--- config.mk ---
export PLATFORM = sky130hd
export DESIGN_NAME = uart_tx_fifo
export DESIGN_NICKNAME = d
export VERILOG_FILES = /design/src/rtl/uart_tx_fifo.sv
export SDC_FILE = /design/constraint.sdc
export NUM_CORES = 1
export LEC_CHECK = 0
export ABC_AREA = 1
export CAP_MARGIN = 20
export CORE_UTILIZATION = 45
export CTS_BUF_LIST = sky130_fd_sc_hd__clkbuf_16
export DETAILED_ROUTE_END_ITERATION = 8
export SYNTH_ARGS = -nofsm -noshare
export SYNTH_HDL_FRONTEND = slang
export SYNTH_SLANG_ARGS = --single-unit
--- constraint.sdc ---
create_clock -name clk -period 4.1 [get_ports clk]
set_input_delay 0.82 -clock clk [delete_from_list [all_inputs] [get_ports clk]]
set_output_delay 0.82 -clock clk [all_outputs]
set_load 0.02 [all_outputs]
--- src/rtl/uart_tx_fifo.sv ---
// UART transmitter with a byte FIFO in front of an 8-N-1 serializer.
// Define UART_TX_PARITY_EN to insert an even-parity bit between data and stop (8-E-1).
module uart_tx_fifo #(
  parameter int CLK_HZ     = 100_000_000,
  parameter int BAUD       = 9600,
  parameter int FIFO_DEPTH = 8
) (
  input  logic       clk,
  input  logic       reset,
  input  logic [7:0] din,
  input  logic       wr_en,
  output logic       tx,
  output logic       full,
  output logic       empty,
  output logic       busy,
  output logic       overflow
);

  localparam int BAUD_DIV = CLK_HZ / BAUD;
  localparam int CNT_W    = (BAUD_DIV > 1) ? $clog2(BAUD_DIV) : 1;
  localparam int PTR_W    = $clog2(FIFO_DEPTH);

  localparam logic [CNT_W-1:0] CNT_LAST  = CNT_W'(BAUD_DIV - 1);
  localparam logic [PTR_W:0]   DEPTH_CNT = (PTR_W + 1)'(FIFO_DEPTH);

  typedef enum logic [2:0] {
    IDLE,
    START,
    DATA,
`ifdef UART_TX_PARITY_EN
    PARITY,
`endif
    STOP
  } state_t;

  state_t           state;
  logic [CNT_W-1:0] baud_cnt;
  logic [2:0]       bit_idx;
  logic [7:0]       shift_byte;
  logic             baud_done;

  logic [7:0]       mem [FIFO_DEPTH];
  logic [PTR_W-1:0] wr_ptr;
  logic [PTR_W-1:0] rd_ptr;
  logic [PTR_W:0]   count;
  logic [PTR_W:0]   count_next;
  logic             push;
  logic             pop;

  assign baud_done = (baud_cnt == CNT_LAST);
  assign push      = wr_en && !full;
  // The serializer pulls the head byte when idle, or at the last cycle of STOP
  // so the next START follows with no idle gap.
  assign pop       = !empty && ((state == IDLE) || (state == STOP && baud_done));

  always_comb begin
    // NOTE: default first so every path assigns count_next and no latch is inferred.
    count_next = count;
    unique case ({push, pop})
      2'b10:   count_next = count + 1'b1;
      2'b01:   count_next = count - 1'b1;
      default: count_next = count;
    endcase
  end

  always_ff @(posedge clk) begin
    if (reset) begin
      // NOTE: sequential state uses non-blocking assignments so all registers update together.
      wr_ptr   <= '0;
      rd_ptr   <= '0;
      count    <= '0;
      full     <= 1'b0;
      empty    <= 1'b1;
      overflow <= 1'b0;
    end else begin
      if (push) wr_ptr <= wr_ptr + 1'b1;
      if (pop)  rd_ptr <= rd_ptr + 1'b1;
      count    <= count_next;
      full     <= (count_next == DEPTH_CNT);
      empty    <= (count_next == '0);
      overflow <= wr_en && full;
    end
  end

  // NOTE: storage is deliberately not reset; flushing the pointers is enough and
  // keeps the array mappable to RAM.
  always_ff @(posedge clk) begin
    if (push) mem[wr_ptr] <= din;
  end

  // tx is registered from the current state, so it trails the state by one cycle
  // uniformly and every bit still lasts exactly BAUD_DIV cycles.
  always_ff @(posedge clk) begin
    if (reset) begin
      state      <= IDLE;
      baud_cnt   <= '0;
      bit_idx    <= '0;
      shift_byte <= '0;
      tx         <= 1'b1;
      busy       <= 1'b0;
    end else begin
      baud_cnt <= baud_done ? '0 : baud_cnt + 1'b1;
      unique case (state)
        IDLE: begin
          tx       <= 1'b1;
          baud_cnt <= '0;
          if (!empty) begin
            shift_byte <= mem[rd_ptr];
            state      <= START;
            busy       <= 1'b1;
          end
        end
        START: begin
          tx <= 1'b0;
          if (baud_done) begin
            state   <= DATA;
            bit_idx <= '0;
          end
        end
        DATA: begin
          tx <= shift_byte[bit_idx];
          if (baud_done) begin
            if (bit_idx == 3'd7) begin
`ifdef UART_TX_PARITY_EN
              state <= PARITY;
`else
              state <= STOP;
`endif
            end else begin
              bit_idx <= bit_idx + 3'd1;
            end
          end
        end
`ifdef UART_TX_PARITY_EN
        PARITY: begin
          tx <= ^shift_byte;
          if (baud_done) state <= STOP;
        end
`endif
        STOP: begin
          tx <= 1'b1;
          if (baud_done) begin
            if (!empty) begin
              shift_byte <= mem[rd_ptr];
              state      <= START;
            end else begin
              state <= IDLE;
              busy  <= 1'b0;
            end
          end
        end
        default: begin
          state <= IDLE;
          busy  <= 1'b0;
          tx    <= 1'b1;
        end
      endcase
    end
  end

endmodule

==> results of run 1 <==
==> worst reg2reg max path: stages, from the launching register on <==
cell,delay [ns]
dfxtp_1,0.37
ha_1,0.21
nand3_2,0.14
nor2_2,0.17
nand3_1,0.15
nand2_1,0.13
nand2_2,0.08
clkinv_2,0.09
ha_1,0.21
nand2_1,0.06
inv_1,0.06
nor2_1,0.05
ha_1,0.27
inv_1,0.03
o21ai_0,0.19
nor2_1,0.07
nand3_1,0.12
o21bai_1,0.08
==> power by group <==
group | leakage (nW) | switching [mW] | total, mW | internal [mW]
Combinational | 0.979 | 0.392 | 0.657 | 0.264
Clock | 0.155 | 0.398 | 0.881 | 0.483
Sequential | 0.949 | 0.123 | 1.39 | 1.27
==> path summary, 6_finish.rpt <==
check	cells past startpoint	start	endpoint	slack (ns)
worst max-delay path	13	wr_en	empty	1.40
worst min-delay path	1	baud_cnt[0]	baud_cnt[0]	0.46
worst max register to register	17	baud_cnt[0]	empty	1.50
worst min register to register	1	baud_cnt[0]	baud_cnt[0]	0.46
==> metal layers <==
metal  share of wire  GRT usage  up-vias
met1            0.49      0.229     1555
met5               0          0        -
li1                -          -     1759
met3           0.022     0.0445        8
met4           0.015     0.0764        0
met2            0.47      0.283       37
==> cells by family (layout without fill, tap and decap cells) <==
group / after synthesis / in the layout / synth area share
simple gates: 203 / 203 / 0.179
buf+inv: 93 / 108 / 0.0774
flops: 109 / 109 / 0.582
xor+xnor: 8 / 8 / 0.0144
compound gates: 103 / 103 / 0.116
fa+ha+maj: 12 / 12 / 0.0310
==> synthesized netlist by cell type <==
library cell  number  area share
a21boi_4           1      0.0039
a21oi_1           48       0.050
a21oi_2            1      0.0018
buf_1              2      0.0015
buf_2             11       0.011
buf_4              1      0.0015
buf_6              1      0.0023
clkbuf_1           3      0.0023
clkinv_2           1      0.0010
dfxtp_1           45        0.19
edfxtp_1          64        0.40
ha_1              12       0.031
inv_1             72       0.056
inv_2              2      0.0015
nand2_1           87       0.067
nand2_2            4      0.0052
nand2_4            1      0.0023
nand3_1           30       0.031
nand3_2            2      0.0041
nand4_1            2      0.0026
nor2_1            61       0.047
nor2_2             8       0.010
nor3_1             5      0.0052
nor3b_1            1      0.0015
o211a_1            1      0.0021
o211ai_1           9       0.014
o21ai_0           41       0.042
o21ai_1            1      0.0010
o21bai_1           1      0.0015
or2_0              1      0.0013
or2_1              1      0.0013
xnor2_1            5      0.0090
xor2_1             3      0.0054
==> through the flow <==
stage	hold slack, ns	std cells	worst slack (ns)
after floorplan	0.429	528	1.78
after global routing	0.499	679	1.12
after CTS	0.469	678	1.41
after detailed placement	0.452	662	1.04
final	0.465	679	1.40
after global placement	0.444	662	1.11
==> registers in the layout (all words and copies together) (netlist names), named ones only <==
name        count
shift_byte      8
overflow        1
count           4
tx              1
rd_ptr          3
bit_idx         3
busy            1
baud_cnt       14
state           2
mem            64
empty           1
full            1
wr_ptr          3
==> area by class of cell <==
class / count / share of cell area
clock buffers: 9 / 0.0416
clock inverters: 7 / 0.0145
inverters: 75 / 0.0522
multi-input cells: 326 / 0.305
flip-flops and latches: 109 / 0.521
well taps: 136 / 0.0314
repair buffers: 17 / 0.0342
==> placed cells by master, fill, tap and decap left out, types with 12 or more instances in the layout <==
cell type and n:
o21ai_0 41, a21oi_1 48, dfxtp_1 44, clkdlybuf4s50_1 15, ha_1 12, edfxtp_1 64, nor2_1 61, inv_1 73
nand3_1 30, nand2_1 87
==> metrics.csv, run 1 <==
stage,metric,value,unit
global_route,antenna_found_initial,0,
die,pin_count,16,
route,vias_per_cell,4.95,
timing,tightestPinTransition,1.01,ns
timing,fmax,371,MHz
die,core,0.0104,mm2
worst_setup_path,crit_family,buffers and inverters,
synthesis,avgSynthCellArea,9.19,um2
die,die_area,0.0112,mm2
worst_setup_path,crit_type,in2reg,
synthesis,synthCells,528,
timing,period_share,0.657,
die,row_count,37,
run,maxCapViolations,0,
route,firstDrtPassIters,5,
synthesis,synth_seq_cells,109,
cts,clk_latency,0.35,ns
power,leakagePower,2.08,nW
worst_setup_path,crit_path_end_kind,flop,
finish,final_nets,561,
synthesis,synth_warnings,0,
finish,drive_gt1_frac,0.0700,
finish,n_antenna_cell,0,
worst_setup_path,critPathMaxStageDelay,0.48,ns
die,start_util,0.468,
timing,finalClockSkew,0.00861,ns
cts,ctsHoldBuffers,0,
min_path,hold_path_class,reg2reg,
cts,ctsLongestPathBuffers,2,
route,ant_nets,0,
global_route,grt.overflow.total,0,
place,hpwl,6060,um
outcome,status,completed,
die,die_h,106,um
global_route,grt_max_degree,65,
cts,post_cts.repair.setup_buffers,0,
finish,final_util,0.523,
power,max-vdd-ir-drop,0.000351,V
timing,fin_tns_setup,0,ns
route,wl_per_cell,13.1,um
finish,finalInstanceArea,0.00542,mm2
place,place_area,0.00509,mm2
cts,cts_inserted_buffers,9,
finish,regArea,0.00282,mm2
timing,hold_viol,0,
route,post-route-drc-count,0,
route,drt-total-wl,8870,um
worst_setup_path,path_max_fanout,6,
synthesis,seq_area_frac_synth,0.582,
place,routabilityCongestion,0.793,
global_route,grt_usage,0.178,
worst_setup_path,crit_buf_inv,4,
synthesis,synth.distinct_cells,33,
power,power.density,541,mW/mm2
cts,cts_max_level,3,
worst_setup_path,worstPathRequired,4.34,ns
timing,slew_violations,0,
route,dr.first_iter.drc_count,217,
worst_setup_path,crit_slowest_cell,clkdlybuf4s50_1,
timing,final-setup-viol-count,0,
place,portBuffers,15,
timing,rsz0062_at_grt,false,
finish,syn_to_final_growth,11.7,%
worst_setup_path,cp.arrival,2.94,ns
finish,fillers,952,
cts,path_clk_slew,0.07,ns
finish,multiInputGateArea,0.00165,mm2
cts,ctsRootBufferMaster,clkbuf_16,
worst_setup_path,cp_cell_sequence,clkdlybuf4s50_1 > inv_1 > nor2_1 > inv_1 > ha_1 > nor2_1 > nor2_1 > ha_1 > inv_1 > o21ai_0 > nor2_1 > nand3_1 > o21bai_1,
power,p_total,2.93,mW
global_route,grt_pass1_wl,15100,um
timing,slew_headroom,0.324,
route,via_count,3359,
worst_setup_path,cp-start-kind,input port,
cts,cts_resized,0,
worst_setup_path,cpMostUsedCell,nor2_1,
timing,min_period,2.70,ns
synthesis,syn-cell-area,0.00485,mm2
die,fp.dieW,106,um
cts,cts_tree,built,
cts,cts.sinks,109,
global_route,grt_pass1_vias,3083,
synthesis,syn-num-nets,551,
No activity file was read; power rests on OpenSTA's default activity.
==> inputs of run 2 (changes only) <==
==> constraint.sdc (replaced) <==
create_clock -name clk -period 2.3 [get_ports clk]
set_input_delay 0.46 -clock clk [delete_from_list [all_inputs] [get_ports clk]]
set_output_delay 0.46 -clock clk [all_outputs]
set_load 0.02 [all_outputs]
==> run 2 against run 1 <==
  * Clock skew fell by 0.00067 ns
  * Combinational power is 110% higher
  * Count of clock-buffer cells in the layout is the same
  * Wire length grew 2.7%
  * Highest routed layer unchanged
==> metrics.csv, run 2 (synthesis results as in run 1) <==
stage,metric,value,unit
outcome,status,completed,
finish,finalInstanceArea,0.00574,mm2
timing,min_period,2.14,ns
timing,final-setup-viol-count,0,
global_route,grt_pass1_wl,15300,um
finish,reg_top3,"mem x64, baud_cnt x14, shift_byte x8",
place,portBuffers,15,
cts,cts_max_level,3,
global_route,grt_usage,0.178,
place,hpwl,6210,um
route,drt-total-wl,9120,um
global_route,grt.overflow.total,0,
finish,fillers,955,
place,place_area,0.00534,mm2
timing,tightestPinTransition,0.583,ns
worst_setup_path,crit_path_start,baud_cnt[1],
cts,path_clk_slew,0.07,ns
finish,regMostFlops,mem,
finish,final_common_cell,nand2_1,
finish,drive_gt1_frac,0.154,
power,internal-power,3.74,mW
timing,fin_ws,0.157,ns
die,core,0.0104,mm2
power,p_clk_frac,0.294,
global_route,grt_max_degree,41,
power,power.density,949,mW/mm2
finish,layout_common_cells,"nand2_1 (86), inv_1 (71), edfxtp_1 (64)",
power,max-vdd-ir-drop,0.000471,V
route,via_count,3481,
route,ant_nets,0,
finish,largest_register_ffs,64,
worst_setup_path,r2r_start,baud_cnt[1],
global_route,antenna_found_initial,0,
finish,final_util,0.554,
finish,syn_to_final_growth,18.3,%
route,firstDrtPassIters,6,
die,start_util,0.468,
cts,cts.sinks,109,
cts,cts_tree,built,
timing,finalClockSkew,0.00794,ns
worst_setup_path,cp-start-kind,flop,
power,leakagePower,2.25,nW
place,dpl_worst_slack,-0.180,ns
die,pin_count,16,
finish,n_antenna_cell,0,
place,routabilityCongestion,0.776,
cts,clk_latency,0.35,ns
worst_setup_path,cp.arrival,2.43,ns
power,seqPwrFrac,0.447,
finish,regArea,0.00283,mm2
power,p_switching,1.71,mW
cts,ctsLongestPathBuffers,2,
finish,multiInputGateArea,0.00172,mm2
finish,final_nets,595,
worst_setup_path,path_max_fanout,4,
timing,slew_violations,0,
route,post-route-drc-count,0,
global_route,grt_pass1_vias,3217,
cts,cts_inserted_buffers,9,
min_path,hold_path_class,reg2reg,
min_path,min_from,full,
die,row_count,37,
cts,ctsRootBufferMaster,clkbuf_16,
worst_setup_path,crit_type,reg2reg,
die,fp.dieW,106,um
timing,hold_viol,0,
route,vias_per_cell,4.88,
route,wl_per_cell,12.8,um
route,dr.first_iter.drc_count,140,
timing,fmax,467,MHz
finish,fin_cells,713,
die,die_h,106,um
timing,slew_headroom,0.610,
cts,ctsHoldBuffers,0,
timing,period_share,0.932,
die,die_area,0.0112,mm2
run,maxCapViolations,0,
power,switching_share,0.314,
power,power_frac_comb,0.259,
worst_setup_path,worstPathRequired,2.59,ns
worst_setup_path,crit_path_end_kind,flop,
place,place_inst,694,
-- run 2: changes by cell type in the layout (fill, tap and decap cells not counted), sizes merged --
cell	before	now
buf	2	36
-- run 2: layout make-up --
cell class	count	share of cell area
clock buffer	9	0.0392
clock inverter	7	0.0142
inverter	75	0.0493
multi-input combinational	326	0.299
sequential	109	0.493
tap	136	0.0296
timing repair buffer	51	0.0754
-- run 2: layer usage --
metal	GRT usage	vias up	wire length [um]
met3	0.0334	15	247
met2	0.268	40	4020
li1	-	1829	-
met5	0	-	0
met4	0.0813	0	206
met1	0.249	1597	4640
-- run 2: worst paths after layout --
kind / to / slack, ns / depth (start not counted)
worst max-delay path: empty / 0.16 / 17
worst min-delay path: overflow / 0.47 / 2
worst max register to register: empty / 0.16 / 17
worst min register to register: overflow / 0.47 / 2
-- run 2: per-stage QoR --
stage                     TNS, ns  power, mW  hold slack (ns)
final                           0       5.45            0.467
after floorplan                 0       3.42            0.429
after global placement     -0.209       3.78            0.446
after global routing      -0.0265       5.78            0.481
after detailed placement   -0.330       3.82            0.461
after CTS                       0       5.42            0.471
-- run 2: repair_timing --
item                       CTS  global route
pin swaps                    2             6
resized for setup            4            17
setup buffers                1             2
setup endpoints to repair    2             5
-- run 2: power by group through the flow --
| stage | Clock (mW) | Sequential (mW) | Combinational [mW] |
|---|---|---|---|
| after floorplan | 0 | 2.42 | 0.994 |
| after global placement | 0 | 2.46 | 1.32 |
| after detailed placement | 0 | 2.47 | 1.35 |
| after CTS | 1.63 | 2.42 | 1.37 |
| after global routing | 1.71 | 2.46 | 1.61 |
| final | 1.60 | 2.44 | 1.41 |
-- run 2: worst max-delay path, cell delays in order, from the launching register on --
cell	delay, ns
dfxtp_2	0.35
ha_4	0.15
nand3_4	0.08
nor2_4	0.13
nand3_2	0.10
nand2_2	0.09
nand2_2	0.06
clkinv_2	0.06
ha_4	0.13
nand2_1	0.05
inv_1	0.07
nor2_2	0.05
ha_1	0.26
inv_1	0.06
o21ai_1	0.07
nor2_1	0.14
nand3_2	0.09
o21bai_1	0.13
